File: config.mk
export PLATFORM = sky130hd
export DESIGN_NAME = mem_ctrl_flat
export DESIGN_NICKNAME = d
export VERILOG_FILES = /design/src/rtl/mem_ctrl_if.sv /design/src/rtl/mem_ctrl.sv /design/src/flat_wrapper.sv
export SDC_FILE = /design/constraint.sdc
export NUM_CORES = 1
export LEC_CHECK = 0
export ABC_CLOCK_PERIOD_IN_PS = 3300
export BUFFER_PORTS_ARGS = -buffer_cell sky130_fd_sc_hd__buf_4
export CAP_MARGIN = 20
export CORE_ASPECT_RATIO = 1.1
export CORE_MARGIN = 4
export CORE_UTILIZATION = 54
export DETAILED_ROUTE_END_ITERATION = 10
export GPL_ROUTABILITY_DRIVEN = 0
export PLACE_DENSITY_LB_ADDON = 0.3
export SYNTH_ARGS = -nofsm -noshare
export SYNTH_HDL_FRONTEND = slang
export SYNTH_SLANG_ARGS = --single-unit
File: constraint.sdc
create_clock -name clk -period 3.3 [get_ports clk]
set_input_delay 0.66 -clock clk [delete_from_list [all_inputs] [get_ports clk]]
set_output_delay 0.66 -clock clk [all_outputs]
set_load 0.02 [all_outputs]
File: src/rtl/mem_ctrl_if.sv
// Signal bundle between the MEM/IF requesters, the memory controller and the byte-wide RAM.
interface mem_ctrl_if #(parameter int ADDR_W = 17);
    logic              mem_ce_i;
    logic              mem_we_i;
    logic [31:0]       mem_addr_i;
    logic [2:0]        mem_sel_i;
    logic [31:0]       mem_data_i;
    logic [31:0]       mem_data_o;
    logic              mem_done_o;
    logic              mem_busy_o;
    logic              if_ce_i;
    logic [31:0]       if_addr_i;
    logic [31:0]       if_data_o;
    logic              if_done_o;
    logic [ADDR_W-1:0] ram_addr_o;
    logic              ram_wr_o;
    logic [7:0]        ram_dout_o;
    logic [7:0]        ram_din_i;

    modport slave (
        input  mem_ce_i, mem_we_i, mem_addr_i, mem_sel_i, mem_data_i,
        input  if_ce_i, if_addr_i, ram_din_i,
        output mem_data_o, mem_done_o, mem_busy_o, if_data_o, if_done_o,
        output ram_addr_o, ram_wr_o, ram_dout_o
    );

    modport master (
        output mem_ce_i, mem_we_i, mem_addr_i, mem_sel_i, mem_data_i,
        output if_ce_i, if_addr_i, ram_din_i,
        input  mem_data_o, mem_done_o, mem_busy_o, if_data_o, if_done_o,
        input  ram_addr_o, ram_wr_o, ram_dout_o
    );
endinterface

File: src/rtl/mem_ctrl.sv
// Serializes 1/2/4-byte MEM loads/stores and 4-byte IF fetches onto a byte-wide synchronous RAM,
// little-endian, with MEM at fixed priority over IF.
module mem_ctrl #(
    parameter int ADDR_W = 17
) (
    input logic        clk,
    input logic        rst,
    mem_ctrl_if.slave  bus
);
    typedef enum logic [1:0] {IDLE, READ, WRITE, DONE} state_t;

    state_t            state_q, state_d;
    logic              owner_if_q, owner_if_d;
    logic [2:0]        n_q, n_d;
    logic [2:0]        cnt_q, cnt_d;
    logic [31:0]       base_q, base_d;
    logic [31:0]       wdata_q, wdata_d;
    logic [31:0]       rbuf_q, rbuf_d;
    logic [ADDR_W-1:0] ram_addr_q, ram_addr_d;
    logic              ram_wr_q, ram_wr_d;
    logic [7:0]        ram_dout_q, ram_dout_d;
    logic [31:0]       mem_data_q, mem_data_d;
    logic [31:0]       if_data_q, if_data_d;
    logic              mem_done_q, mem_done_d;
    logic              if_done_q, if_done_d;
    logic              busy_q, busy_d;

    logic [2:0]        next_idx;
    logic [2:0]        lane;
    logic [31:0]       lane_data;

    // In READ, cnt_q is the index of the byte whose address is on the bus this cycle;
    // the byte arriving now belongs to the previous index.
    assign next_idx  = cnt_q + 3'd1;
    assign lane      = cnt_q - 3'd1;
    assign lane_data = {24'd0, bus.ram_din_i} << {lane, 3'b000};

    always_comb begin
        state_d    = state_q;
        owner_if_d = owner_if_q;
        n_d        = n_q;
        cnt_d      = cnt_q;
        base_d     = base_q;
        wdata_d    = wdata_q;
        rbuf_d     = rbuf_q;
        ram_addr_d = ram_addr_q;
        ram_wr_d   = 1'b0;
        ram_dout_d = ram_dout_q;
        mem_data_d = mem_data_q;
        if_data_d  = if_data_q;
        mem_done_d = 1'b0;
        if_done_d  = 1'b0;

        case (state_q)
            IDLE: begin
                if (bus.mem_ce_i) begin
                    owner_if_d = 1'b0;
                    base_d     = bus.mem_addr_i;
                    wdata_d    = bus.mem_data_i;
                    state_d    = bus.mem_we_i ? WRITE : READ;
                    case (bus.mem_sel_i)
                        3'b001:  n_d = 3'd1;
                        3'b010:  n_d = 3'd2;
                        default: n_d = 3'd4;
                    endcase
                end else if (bus.if_ce_i) begin
                    owner_if_d = 1'b1;
                    base_d     = bus.if_addr_i;
                    n_d        = 3'd4;
                    state_d    = READ;
                end
                // Byte 0 goes out on the bus in the first cycle after the accept.
                if (state_d != IDLE) begin
                    cnt_d      = 3'd0;
                    rbuf_d     = 32'd0;
                    ram_addr_d = base_d[ADDR_W-1:0];
                    ram_wr_d   = (state_d == WRITE);
                    ram_dout_d = wdata_d[7:0];
                end
            end
            READ: begin
                cnt_d = next_idx;
                if (next_idx < n_q) begin
                    ram_addr_d = ADDR_W'(base_q + {29'd0, next_idx});
                end
                if (cnt_q != 3'd0) begin
                    rbuf_d = rbuf_q | lane_data;
                end
                if (cnt_q == n_q) begin
                    state_d = DONE;
                    if (owner_if_q) begin
                        if_data_d = rbuf_d;
                        if_done_d = 1'b1;
                    end else begin
                        mem_data_d = rbuf_d;
                        mem_done_d = 1'b1;
                    end
                end
            end
            WRITE: begin
                if (next_idx < n_q) begin
                    cnt_d      = next_idx;
                    ram_wr_d   = 1'b1;
                    ram_addr_d = ADDR_W'(base_q + {29'd0, next_idx});
                    ram_dout_d = wdata_q[{next_idx[1:0], 3'b000} +: 8];
                end else begin
                    state_d    = DONE;
                    mem_done_d = 1'b1;
                end
            end
            DONE: begin
                state_d = IDLE;
            end
            default: begin
                state_d = IDLE;
            end
        endcase

        busy_d = owner_if_d && (state_d != IDLE);
    end

    always_ff @(posedge clk) begin
        if (rst) begin
            state_q    <= IDLE;
            owner_if_q <= 1'b0;
            n_q        <= 3'd0;
            cnt_q      <= 3'd0;
            base_q     <= 32'd0;
            wdata_q    <= 32'd0;
            rbuf_q     <= 32'd0;
            ram_addr_q <= '0;
            ram_wr_q   <= 1'b0;
            ram_dout_q <= 8'd0;
            mem_data_q <= 32'd0;
            if_data_q  <= 32'd0;
            mem_done_q <= 1'b0;
            if_done_q  <= 1'b0;
            busy_q     <= 1'b0;
        end else begin
            state_q    <= state_d;
            owner_if_q <= owner_if_d;
            n_q        <= n_d;
            cnt_q      <= cnt_d;
            base_q     <= base_d;
            wdata_q    <= wdata_d;
            rbuf_q     <= rbuf_d;
            ram_addr_q <= ram_addr_d;
            ram_wr_q   <= ram_wr_d;
            ram_dout_q <= ram_dout_d;
            mem_data_q <= mem_data_d;
            if_data_q  <= if_data_d;
            mem_done_q <= mem_done_d;
            if_done_q  <= if_done_d;
            busy_q     <= busy_d;
        end
    end

    assign bus.mem_data_o = mem_data_q;
    assign bus.mem_done_o = mem_done_q;
    assign bus.mem_busy_o = busy_q;
    assign bus.if_data_o  = if_data_q;
    assign bus.if_done_o  = if_done_q;
    assign bus.ram_addr_o = ram_addr_q;
    assign bus.ram_wr_o   = ram_wr_q;
    assign bus.ram_dout_o = ram_dout_q;
endmodule

File: src/flat_wrapper.sv
// flat-port wrapper written by rule: the top's interface ports become plain ports
module mem_ctrl_flat 
#(
    parameter int ADDR_W = 17
)
  (clk, rst, bus_mem_ce_i, bus_mem_we_i, bus_mem_addr_i, bus_mem_sel_i, bus_mem_data_i, bus_if_ce_i, bus_if_addr_i, bus_ram_din_i, bus_mem_data_o, bus_mem_done_o, bus_mem_busy_o, bus_if_data_o, bus_if_done_o, bus_ram_addr_o, bus_ram_wr_o, bus_ram_dout_o);
  mem_ctrl_if #(.ADDR_W(ADDR_W)) bus_i ();
  input logic clk;
  input logic rst;
  input wire logic [$bits(bus_i.mem_ce_i)-1:0] bus_mem_ce_i;
  input wire logic [$bits(bus_i.mem_we_i)-1:0] bus_mem_we_i;
  input wire logic [$bits(bus_i.mem_addr_i)-1:0] bus_mem_addr_i;
  input wire logic [$bits(bus_i.mem_sel_i)-1:0] bus_mem_sel_i;
  input wire logic [$bits(bus_i.mem_data_i)-1:0] bus_mem_data_i;
  input wire logic [$bits(bus_i.if_ce_i)-1:0] bus_if_ce_i;
  input wire logic [$bits(bus_i.if_addr_i)-1:0] bus_if_addr_i;
  input wire logic [$bits(bus_i.ram_din_i)-1:0] bus_ram_din_i;
  output wire logic [$bits(bus_i.mem_data_o)-1:0] bus_mem_data_o;
  output wire logic [$bits(bus_i.mem_done_o)-1:0] bus_mem_done_o;
  output wire logic [$bits(bus_i.mem_busy_o)-1:0] bus_mem_busy_o;
  output wire logic [$bits(bus_i.if_data_o)-1:0] bus_if_data_o;
  output wire logic [$bits(bus_i.if_done_o)-1:0] bus_if_done_o;
  output wire logic [$bits(bus_i.ram_addr_o)-1:0] bus_ram_addr_o;
  output wire logic [$bits(bus_i.ram_wr_o)-1:0] bus_ram_wr_o;
  output wire logic [$bits(bus_i.ram_dout_o)-1:0] bus_ram_dout_o;
  assign bus_i.mem_ce_i = bus_mem_ce_i;
  assign bus_i.mem_we_i = bus_mem_we_i;
  assign bus_i.mem_addr_i = bus_mem_addr_i;
  assign bus_i.mem_sel_i = bus_mem_sel_i;
  assign bus_i.mem_data_i = bus_mem_data_i;
  assign bus_i.if_ce_i = bus_if_ce_i;
  assign bus_i.if_addr_i = bus_if_addr_i;
  assign bus_i.ram_din_i = bus_ram_din_i;
  assign bus_mem_data_o = bus_i.mem_data_o;
  assign bus_mem_done_o = bus_i.mem_done_o;
  assign bus_mem_busy_o = bus_i.mem_busy_o;
  assign bus_if_data_o = bus_i.if_data_o;
  assign bus_if_done_o = bus_i.if_done_o;
  assign bus_ram_addr_o = bus_i.ram_addr_o;
  assign bus_ram_wr_o = bus_i.ram_wr_o;
  assign bus_ram_dout_o = bus_i.ram_dout_o;
  mem_ctrl #(.ADDR_W(ADDR_W)) u_core (.clk(clk), .rst(rst), .bus(bus_i));
endmodule
# After elaboration in Yosys (flattened, before gate mapping)
# Cells that the tools add are included.
# W data, S select, Z words.
op_classes:
  addsub: 3
  n_lt_le_gt_ge: 1
  n_eq_ne: 10
  shift: 2
  muxes: 36
  n_bitwise: 4
  reduce_logical: 20
ops:
  columns: ["operator", "count"]
  rows:
  - ["$mux W32", 4]
  - ["$pmux W32 S2", 1]
  - ["$mux W17", 2]
  - ["$pmux W17 S2", 1]
  - ["$or A32 B32 Y32", 1]
  - ["$shiftx A32 B6 Y8", 1]
  - ["$shl A8 B6 Y32", 1]
  - ["$mux W8", 3]
  - ["$add A17 B3 Y17", 1]
  - ["$pmux W8 S2", 1]
  - ["$reduce_and A3 Y1", 5]
  - ["$mux W2", 6]
  - ["$mux W3", 4]
  - ["$reduce_bool A2 Y1", 6]
  - ["$mux W1", 9]
  - ["$pmux W3 S3", 1]
  - ["$pmux W2 S4", 1]
  - ["$eq A2 B2 Y1 const B", 3]
  - ["$ne A2 B1 Y1 const B", 3]
  - ["$pmux W3 S2", 1]
  - ["$reduce_and A2 Y1", 3]
  - ["$reduce_bool A3 Y1", 2]
  - ["$pmux W1 S2", 2]
  - ["$add A3 B1 Y3 const B", 1]
  - ["11 further kinds", 13]
totals:
  reg_bits: 183
  input_bits: 112
  out_inout_bits: 93
  elab_cells: 92

# Depth between registers and ports, before layout
# Gate-level depths: netlist of run 1.
depth:
  ltp_word: 6
  mapped_depth: 9
  depth_no_buf: 8

# Least setup slack after synthesis of run 1
# No wires, ideal clock.
synth_path:
  path_kind: "register -> register"
  start: "register u_core.cnt_q[0]"
  end: "register u_core.ram_addr_q[7] (netlist: u_core.bus.ram_addr_o[7])"
  setup_time_ps: 122
  arrival_ps: 2340
  required_ps: 3178
  slack_ps: 838
  path_stages_with_launch: 9
  path_buffers: 0
  period_less_slack_ps: 2462
  path_cell_list: "dfxtp_1 -> inv_1 -> ha_1 -> ha_1 -> nor2b_1 -> o21a_1 -> o31ai_4 -> nor2_2 -> a221o_1"
synth_between:
  elab_chain_cells: 4
  word_cells_on_any_way: 7
  cone_classes: "add/sub: 2; order compare: 1; eq/ne: 1; mux: 2; reduce/logical: 1"
synth_lines:
  columns: ["item", "line", "rtl"]
  rows:
  - ["start, declared", "mem_ctrl.sv:15", "logic [2:0] cnt_q, cnt_d;"]
  - ["start signal, assigned", "mem_ctrl.sv:143", "cnt_q <= cnt_d;"]
  - ["$add A3 B1 Y3 (*)", "mem_ctrl.sv:34", "assign next_idx = cnt_q + 3'd1;"]
  - ["$add A17 B3 Y17 or $lt A3 B3 Y1 (tied branches)", null, null]
  - ["$mux W17 or $ne A2 B1 Y1 (tied branches)", null, null]
  - ["$pmux W17 S2 or $reduce_and A3 Y1 (tied branches)", null, null]
  - ["end signal, assigned", "mem_ctrl.sv:147", "ram_addr_q <= ram_addr_d;"]
  - ["end, declared", "mem_ctrl.sv:19", "logic [ADDR_W-1:0] ram_addr_q, ram_addr_d;"]
# Mark *: on every way between the ends. The rest lies on a longest branch, timed or not. The select of a mux whose other input is x is not followed.
# A chain may end at the register's enable or synchronous reset.

# Worst setup path in the final report of run 1
layout_path:
  start: "register u_core.cnt_q[0]"
  end: "register u_core.ram_addr_q[13] (netlist: u_core.bus.ram_addr_o[13])"
# The elaborated chain is that of the path after synthesis.

==> impl_metrics.env, run 1 <==
export IMPL_status="finished clean"
export IMPL_tns_ps=0
export IMPL_ys_warn_count=0
export IMPL_max_freq_mhz=352
export IMPL_swShare=0.362
export IMPL_drt_pass1_iterations=5
export IMPL_power_leakage_nw=4.14
export IMPL_via_per_inst=5.70
export IMPL_layout_common_cells="buf_4 (187), dfxtp_1 (183), nor2_1 (142), nand2_1 (105), a21oi_1 (84)"
export IMPL_overflow=0
export IMPL_fin_worst_skew_ps=5.57
export IMPL_synth_net_count=1063
export IMPL_ir_worst_vdd_mv=0.442
export IMPL_clk_latency_ps=420
export IMPL_start_util=0.554
export IMPL_slew_headroom=0.473
export IMPL_cts_hold_buf=0
export IMPL_grt_pass1_wl_um=34500
export IMPL_dp_hpwl_um=14600
export IMPL_cts_buffers_inserted=17
export IMPL_path_clk_slew_ps=70
export IMPL_avgSynthCellArea_um2=8.96
export IMPL_antenna_found_initial=0
export IMPL_arrival_ps=3170
export IMPL_wl_per_cell_um=16.7
export IMPL_critPathCaptureType="flip-flop"
export IMPL_numPortBuffers=174
export IMPL_ioPinCount=205
export IMPL_nFillCells=1264
export IMPL_drt_total_wl_um=21200
export IMPL_syn_inst=938
export IMPL_worst_pin_slew_ps=790
export IMPL_ff2ff_setup_slack_ps=460
export IMPL_drtIter0Drc=524
export IMPL_cts_buffer_depth=2
export IMPL_grt_pass1_vias=6804
export IMPL_fin_crit_ps=2840
export IMPL_die_area_um2=17600
export IMPL_synth_edf_count=0
export IMPL_finalMaxSlewViolations=0
export IMPL_setup_violations=0
export IMPL_die_w_um=127
export IMPL_row_count=47
export IMPL_power_mw=7.08
export IMPL_synth_main_ff_cell="dfxtp_1"
export IMPL_drive_gt1_frac=0.264
export IMPL_finalCritPeriodShare=0.861
export IMPL_crit_fanout=10
export IMPL_layout_commonest_cell="buf_4"
export IMPL_root_buffer="clkbuf_16"
export IMPL_ant_nets=0
export IMPL_die_h_um=139
export IMPL_design_core_area_um2=15200
export IMPL_cp_data_required_time_ps=3620
export IMPL_pwr_share_comb=0.339
export IMPL_internal_power_mw=4.52
export IMPL_post_cts_buffers=0
export IMPL_syn2layout_area_growth_pct=22.4
export IMPL_crit_type="reg2reg"
export IMPL_clock_sinks=183
export IMPL_hold_class="reg2reg"
export IMPL_cts_tree="built"
export IMPL_vias=7267
export IMPL_synth_seq_cells=183
export IMPL_drc=0
export IMPL_grt_max_degree=65
export IMPL_synthArstFlopShare=0
export IMPL_pwr_share_clk=0.277
export IMPL_fin_nets=1190
export IMPL_worstSetupStartpointType="flip-flop"
export IMPL_track_usage=0.235
export IMPL_yosysSeqAreaShare=0.436
export IMPL_syn_area_um2=8400
export IMPL_rsz0062_at_grt="false"
export IMPL_ys_types=59
export IMPL_htreeDepth=4
export IMPL_seq_power_share=0.383
export IMPL_switching_power_mw=2.56
export IMPL_ctsResizeCount=0
export IMPL_hold_viol=0
export IMPL_maxCapViolCount=0
export IMPL_diodes=0
export IMPL_powerDensity_nw_per_um2=688
[cells in the mapped netlist, types with 4 or more instances]
cell,count,area (um2)
nor2b_1,4,25.0
a211oi_2,43,538
ha_1,12,150
mux2i_1,47,470
buf_2,21,105
a21oi_1,84,420
o41ai_1,8,70.1
xor2_1,8,70.1
o211ai_1,14,105
nand2_1,105,394
mux4_2,8,180
nor2_1,142,533
inv_1,13,48.8
nor3_2,4,40.0
dfxtp_1,183,3660
nand4_1,5,31.3
a211oi_1,28,210
xnor2_1,7,61.3
buf_6,5,56.3
a22oi_1,33,248
buf_4,4,30.0
and3_1,7,43.8
o31ai_1,5,37.5
clkbuf_1,49,184
o21ai_0,27,135
a32o_1,4,40.0
and2_1,14,87.6
nor3_1,4,20.0
[power by group through the flow]
stage	combinational [mW]	clock [mW]	sequential [mW]
after floorplan	1.41	0	2.97
after global placement	2.35	0	2.75
after detailed placement	2.40	0	2.76
after CTS	2.41	1.99	2.71
after global routing	2.61	2.07	2.75
final	2.40	1.96	2.71
[registers in the layout, indices dropped and copies added, names as in the netlist, 2 cells and up]
signal,count
u_core.bus.ram_dout_o,8
u_core.rbuf_q,32
u_core.wdata_q,32
u_core.n_q,3
u_core.bus.mem_data_o,32
u_core.cnt_q,3
u_core.base_q,17
u_core.bus.ram_addr_o,17
u_core.bus.if_data_o,32
u_core.state_q,2
[layout make-up]
type,instances,area [um2],area share
clock buffer,20,447,0.0434
clock inverter,12,120,0.0117
inverter,13,48.8,0.00474
multi-input combinational,660,4310,0.419
sequential,183,3660,0.356
tap,196,245,0.0238
timing repair buffer,190,1460,0.141
[per-stage QoR]
| step | hold slack, ps | cells | worst slack, ps | area [um2] | utilization |
|---|---|---|---|---|---|
| 3_5_place_dp | 447 | 1242 | 471 | 9720 | 0.641 |
| 3_3_place_gp | 440 | 1242 | 525 | 9720 | 0.641 |
| 6_report | 457 | 1274 | 457 | 10300 | 0.678 |
| 4_1_cts | 458 | 1274 | 464 | 10300 | 0.678 |
| 2_1_floorplan | 433 | 938 | 838 | 8400 | - |
| 5_1_grt | 472 | 1274 | 306 | 10300 | 0.678 |
[worst paths after layout]
check	startpoint	to	cells past startpoint
worst max-delay path	u_core.cnt_q[0]$_SDFFE_PP0P_	u_core.bus.ram_addr_o[13]$_SDFFE_PP0P_	9
worst min-delay path	u_core.wdata_q[20]$_SDFFE_PP0P_	u_core.wdata_q[20]$_SDFFE_PP0P_	2
worst max register to register	u_core.cnt_q[0]$_SDFFE_PP0P_	u_core.bus.ram_addr_o[13]$_SDFFE_PP0P_	9
worst min register to register	u_core.wdata_q[20]$_SDFFE_PP0P_	u_core.wdata_q[20]$_SDFFE_PP0P_	2
[routing by layer]
layer,vias to the layer above,part of all wire,GRT usage,wire length (um)
met5,-,0,0,0
met1,3448,0.44,0.310,9360
li1,3591,-,-,-
met3,25,0.049,0.0389,1050
met2,203,0.49,0.398,10400
met4,0,0.018,0.0678,380
[cells by family (layout without fill, tap and decap cells)]
kind of cell | Yosys count | count (layout) | synth area share
AO/OA/AOI/OAI | 267 | 267 | 0.235
XOR/XNOR | 15 | 15 | 0.0156
adder cells (fa/ha/maj) | 13 | 13 | 0.0202
buffers and inverters | 95 | 235 | 0.0518
flip-flops | 183 | 183 | 0.436
multiplexers | 55 | 55 | 0.0774
AND/OR/NAND/NOR | 310 | 310 | 0.164
[worst max-delay path, cell delays in order (launching register included)]
cell and delay [ps]:
dfxtp_1 330, inv_1 130, ha_1 530, ha_1 290
nor2b_1 140, o21a_1 240, o31ai_4 490, buf_4 270
o21ai_0 90, a22o_1 220
(Power assumes the default switching activity.)
==> run 2, diff against run 1 <==
--- a/config.mk
+++ b/config.mk
@@ -9,11 +9,10 @@
 export BUFFER_PORTS_ARGS = -buffer_cell sky130_fd_sc_hd__buf_4
 export CAP_MARGIN = 20
 export CORE_ASPECT_RATIO = 1.1
-export CORE_MARGIN = 4
 export CORE_UTILIZATION = 54
 export DETAILED_ROUTE_END_ITERATION = 10
 export GPL_ROUTABILITY_DRIVEN = 0
-export PLACE_DENSITY_LB_ADDON = 0.3
+export PLACE_DENSITY_LB_ADDON = 0.12
 export SYNTH_ARGS = -nofsm -noshare
 export SYNTH_HDL_FRONTEND = slang
 export SYNTH_SLANG_ARGS = --single-unit
==> run 2 against run 1 <==
Hold slack lost 3.2 ps. Cell count is the same. Via count shrank 1.5%. Die area shrank 8.8%. First-iteration DRC count grew 8.8%. Maximum frequency shrank 0.43%. Flip-flop and latch count is the same. Setup slack lost 12 ps. Critical path depth is the same. Utilization grew 0.35 points. Total power grew 0.44%. Critical endpoint is now u_core.bus.ram_addr_o[8]$_SDFFE_PP0P_.
==> impl_metrics.env, run 2 (synthesis results as in run 1) <==
export IMPL_cts_buffers_inserted=17
export IMPL_power_leakage_nw=4.14
export IMPL_ant_nets=0
export IMPL_row_count=47
export IMPL_root_buffer="clkbuf_16"
export IMPL_cp_slowest_cell="ha_1"
export IMPL_drt_total_wl_um=20200
export IMPL_path_cells="inv_1, ha_1, ha_1, nor2b_1, o21a_1, o31ai_4, buf_4, o211ai_1, o22ai_1"
export IMPL_drive_gt1_frac=0.264
export IMPL_layout_commonest_cell="buf_4"
export IMPL_powerDensity_nw_per_um2=691
export IMPL_crit_type="reg2reg"
export IMPL_slew_headroom=0.459
export IMPL_ioPinCount=205
export IMPL_fin_crit_ps=2860
export IMPL_critPathCaptureType="flip-flop"
export IMPL_max_freq_mhz=350
export IMPL_grt_pass1_vias=6511
export IMPL_clock_sinks=183
export IMPL_grt_pass1_wl_um=32400
export IMPL_arrival_ps=3210
export IMPL_cts_hold_buf=0
export IMPL_wl_per_cell_um=15.9
export IMPL_path_clk_slew_ps=70
export IMPL_design_core_area_um2=15100
export IMPL_utilization=0.682
export IMPL_via_per_inst=5.62
export IMPL_cts_tree="built"
export IMPL_drtIter0Drc=570
export IMPL_status="finished clean"
export IMPL_fin_worst_skew_ps=10.1
export IMPL_finalMaxSlewViolations=0
export IMPL_tns_ps=0
export IMPL_setup_violations=0
export IMPL_diodes=0
export IMPL_crit_fanout=12
export IMPL_crit_path_max_incr_delay_ps=540
export IMPL_clk_latency_ps=430
export IMPL_start_util=0.556
export IMPL_layout_common_cells="buf_4 (187), dfxtp_1 (183), nor2_1 (142), nand2_1 (105), a21oi_1 (84)"
export IMPL_die_w_um=121
export IMPL_post_dp_cell_area_um2=9720
export IMPL_cts_buffer_depth=2
export IMPL_crit_top_cell="ha_1"
export IMPL_fin_area_um2=10300
export IMPL_worstSetupStartpointType="flip-flop"
export IMPL_htreeDepth=4
export IMPL_die_h_um=133
export IMPL_power_mw=7.11
export IMPL_syn2layout_area_growth_pct=22.6
export IMPL_numPortBuffers=174
export IMPL_track_usage=0.254
export IMPL_vias=7159
export IMPL_ir_worst_vdd_mv=0.376
export IMPL_antenna_found_initial=0
export IMPL_critical_path_top_delay_family="compound AO/OA/AOI/OAI gates"
export IMPL_setup_ws_ps=445
export IMPL_finalCritPeriodShare=0.865
export IMPL_hold_viol=0
export IMPL_maxCapViolCount=0
export IMPL_hold_class="reg2reg"
export IMPL_worst_pin_slew_ps=812
export IMPL_dp_hpwl_um=13700
export IMPL_dp_slack_ps=455
export IMPL_die_area_um2=16100
export IMPL_drc=0
export IMPL_post_cts_buffers=0
export IMPL_cp_data_required_time_ps=3660
export IMPL_grt_max_degree=68
export IMPL_path_buf_inv=2
export IMPL_fin_nets=1190
export IMPL_rsz0062_at_grt="false"
export IMPL_overflow=0
export IMPL_drt_pass1_iterations=4
export IMPL_ctsResizeCount=0
run 2: changes by cell type in the layout (fill, tap and decap cells not counted), sizes merged:
cell	before	now
clkbuf	20	19
bufinv	1	2
inv	17	16
clkinvlp	4	5
run 2: stage by stage:
stage               hold WS (ps)  std cells
floorplan                    433        938
finish                       454       1274
detailed placement           448       1242
CTS                          457       1274
global placement             441       1242
global route                 469       1274
run 2: final cells by class:
| class | count | area [um2] |
|---|---|---|
| timing repair buffer | 190 | 1460 |
| clock inverter | 13 | 146 |
| fill | 1242 | 4810 |
| clock buffer | 19 | 433 |
| tap | 196 | 245 |
| multi-input combinational | 660 | 4310 |
| inverter | 13 | 48.8 |
| sequential | 183 | 3660 |
run 2: path summary, 6_finish.rpt:
kind	start	to	slack (ps)	cells past startpoint
max	u_core.cnt_q[0]$_SDFFE_PP0P_	u_core.bus.ram_addr_o[8]$_SDFFE_PP0P_	440	9
min	u_core.wdata_q[10]$_SDFFE_PP0P_	u_core.wdata_q[10]$_SDFFE_PP0P_	450	2
max reg2reg	u_core.cnt_q[0]$_SDFFE_PP0P_	u_core.bus.ram_addr_o[8]$_SDFFE_PP0P_	440	9
min reg2reg	u_core.wdata_q[10]$_SDFFE_PP0P_	u_core.wdata_q[10]$_SDFFE_PP0P_	450	2
run 2: routing by layer:
metal  share of wire  GRT usage  vias to the layer above
met5               0          0                        -
met4           0.021     0.0967                        0
met3           0.040     0.0384                       35
met2            0.49      0.422                      191
met1            0.45      0.331                     3347
li1                -          -                     3586
run 2: worst reg2reg max path: stages (launching register included):
cell      delay, ps
dfxtp_1         330
inv_1           120
ha_1            540
ha_1            300
nor2b_1         140
o21a_1          240
o31ai_4         540
buf_4           270
o211ai_1        110
o22ai_1         200
run 2: where the power goes:
| group | leakage (nW) | internal, mW | switching, mW |
|---|---|---|---|
| registers | 1.49 | 2.51 | 0.198 |
| clock network | 0.267 | 1.12 | 0.885 |
| logic | 2.38 | 0.939 | 1.46 |
| total | 4.14 | 4.57 | 2.54 |
==> run 3, diff against run 2 <==
--- a/config.mk
+++ b/config.mk
@@ -5,7 +5,7 @@
 export SDC_FILE = /design/constraint.sdc
 export NUM_CORES = 1
 export LEC_CHECK = 0
-export ABC_CLOCK_PERIOD_IN_PS = 3300
+export ABC_CLOCK_PERIOD_IN_PS = 3000
 export BUFFER_PORTS_ARGS = -buffer_cell sky130_fd_sc_hd__buf_4
 export CAP_MARGIN = 20
 export CORE_ASPECT_RATIO = 1.1
==> constraint.sdc (replaced) <==
create_clock -name clk -period 3 [get_ports clk]
set_input_delay 0.6 -clock clk [delete_from_list [all_inputs] [get_ports clk]]
set_output_delay 0.6 -clock clk [all_outputs]
set_load 0.02 [all_outputs]
==> run 3 against run 2 <==
Global-route usage up 1.2 points. Critical path depth unchanged. Cell count up 0.78%. Critical endpoint is now u_core.bus.ram_addr_o[13]$_SDFFE_PP0P_. Largest cell class unchanged.
==> impl_metrics.env, run 3 (synthesis results as in run 1) <==
export IMPL_status="finished clean"
export IMPL_startpoint="u_core.cnt_q[0]$_SDFFE_PP0P_"
export IMPL_powerDensity_nw_per_um2=763
export IMPL_path_cells="inv_1, ha_1, ha_1, nor2b_1, o21a_1, o31ai_4, buf_4, o21ai_0, a22o_1"
export IMPL_drc=0
export IMPL_grt_pass1_vias=6631
export IMPL_path_buf_inv=2
export IMPL_r2r_start="u_core.cnt_q[0]$_SDFFE_PP0P_"
export IMPL_ioPinCount=205
export IMPL_hold_viol=0
export IMPL_fin_crit_ps=2710
export IMPL_rr_worst_depth=9
export IMPL_die_w_um=121
export IMPL_cts_buffers_inserted=17
export IMPL_maxCapViolCount=0
export IMPL_hold_class="in2reg"
export IMPL_diodes=0
export IMPL_start_util=0.556
export IMPL_post_cts_buffers=0
export IMPL_critPathCaptureType="flip-flop"
export IMPL_reg2reg_to="u_core.bus.ram_addr_o[13]$_SDFFE_PP0P_"
export IMPL_row_count=47
export IMPL_track_usage=0.266
export IMPL_crit_path_max_incr_delay_ps=550
export IMPL_critical_path_top_delay_family="compound AO/OA/AOI/OAI gates"
export IMPL_cp_depth=9
export IMPL_grt_max_degree=66
export IMPL_setup_violations=0
export IMPL_min_delay_start="bus_mem_data_i[22]"
export IMPL_design_core_area_um2=15100
export IMPL_cp_slowest_cell="ha_1"
export IMPL_fin_nets=1201
export IMPL_cts_hold_buf=0
export IMPL_die_h_um=133
export IMPL_layout_commonest_cell="buf_4"
export IMPL_clock_sinks=183
export IMPL_vias=7162
export IMPL_arrival_ps=3030
export IMPL_finalCritPeriodShare=0.905
export IMPL_worst_pin_slew_ps=727
export IMPL_dpl_cell_count=1253
export IMPL_cp_endpoint="u_core.bus.ram_addr_o[13]$_SDFFE_PP0P_"
export IMPL_clk_latency_ps=430
export IMPL_grt_pass1_wl_um=33600
export IMPL_root_buffer="clkbuf_16"
export IMPL_drt_pass1_iterations=5
export IMPL_via_per_inst=5.58
export IMPL_htreeDepth=4
export IMPL_tns_ps=0
export IMPL_ant_nets=0
export IMPL_antenna_found_initial=0
export IMPL_path_clk_slew_ps=70
export IMPL_cp_data_required_time_ps=3320
export IMPL_final_cells=1284
export IMPL_max_freq_mhz=368
export IMPL_ir_worst_vdd_mv=0.520
export IMPL_rsz0062_at_grt="false"
export IMPL_power_leakage_nw=4.21
export IMPL_nFillCells=1294
export IMPL_die_area_um2=16100
export IMPL_slew_headroom=0.515
export IMPL_cts_buffer_depth=2
export IMPL_overflow=0
export IMPL_drive_gt1_frac=0.272
export IMPL_finalMaxSlewViolations=0
export IMPL_wl_per_cell_um=16.2
export IMPL_crit_type="reg2reg"
export IMPL_fin_worst_skew_ps=7.91
export IMPL_fin_area_um2=10400
export IMPL_post_dp_cell_area_um2=9800
export IMPL_drtIter0Drc=487
export IMPL_ff2ff_setup_slack_ps=290
export IMPL_cts_tree="built"
export IMPL_worstSetupStartpointType="flip-flop"
export IMPL_crit_fanout=9
export IMPL_ctsResizeCount=0
export IMPL_layout_common_cells="buf_4 (198), dfxtp_1 (183), nor2_1 (142), nand2_1 (105), a21oi_1 (84)"
export IMPL_utilization=0.687
export IMPL_syn2layout_area_growth_pct=23.6
export IMPL_numPortBuffers=174
export IMPL_drt_total_wl_um=20800
export IMPL_crit_top_cell="ha_1"
export IMPL_dp_hpwl_um=14100
==> run 3: cell count changes in the layout (fill, tap and decap cells not counted) <==
cell,change
buf_4,+11
clkinv_2,+4
clkinvlp_4,-2
inv_6,-2
bufinv_16,+1
clkbuf_1,-1
clkinv_4,-1
==> run 3: layout make-up <==
class	instances	area, um2	area share
repair buffers	201	1540	0.148
clock buffers	18	429	0.0413
multi-input cells	660	4310	0.415
well taps	196	245	0.0236
inverters	13	48.8	0.00470
flip-flops and latches	183	3660	0.353
clock inverters	13	155	0.0149
==> run 3: worst min-delay path by stage <==
| stage | end | slack, ps | cells past startpoint |
|---|---|---|---|
| final | u_core.wdata_q[22]$_SDFFE_PP0P_ | 410 | 3 |
| after floorplan | u_core.wdata_q[16]$_SDFFE_PP0P_ | 430 | 2 |
| after detailed placement | u_core.wdata_q[15]$_SDFFE_PP0P_ | 450 | 2 |
| after CTS | u_core.wdata_q[22]$_SDFFE_PP0P_ | 400 | 3 |
| after global placement | u_core.wdata_q[13]$_SDFFE_PP0P_ | 440 | 2 |
| after global routing | u_core.wdata_q[19]$_SDFFE_PP0P_ | 410 | 3 |
==> run 3: routing by layer <==
layer | GRT usage | routed length [um] | vias to the layer above
li1 | - | - | 3603
met1 | 0.345 | 9280 | 3327
met2 | 0.436 | 10100 | 193
met3 | 0.0517 | 918 | 39
met4 | 0.0995 | 493 | 0
met5 | 0 | 0 | -
==> run 3: worst reg2reg max path: cells and delay by family, from the launching register on <==
family / cells / cell delay [ps]
flip-flops: 1 / 350
AO/OA/AOI/OAI: 4 / 920
buffers and inverters: 2 / 360
adder cells (fa/ha/maj): 2 / 850
AND/OR/NAND/NOR: 1 / 140
==> run 3: stage by stage <==
| step | setup slack [ps] | power [mW] | hold slack [ps] |
|---|---|---|---|
| after detailed placement | 291 | 5.73 | 447 |
| after global placement | 229 | 5.67 | 442 |
| after floorplan | 538 | 4.82 | 433 |
| after CTS | 285 | 7.97 | 397 |
| final | 286 | 7.93 | 409 |
| after global routing | 60.4 | 8.35 | 407 |
==> run 3: where the power goes <==
part	switching (mW)	total (mW)	internal, mW
combinational	1.62	2.70	1.08
sequential	0.219	2.98	2.76
clock	0.945	2.25	1.30
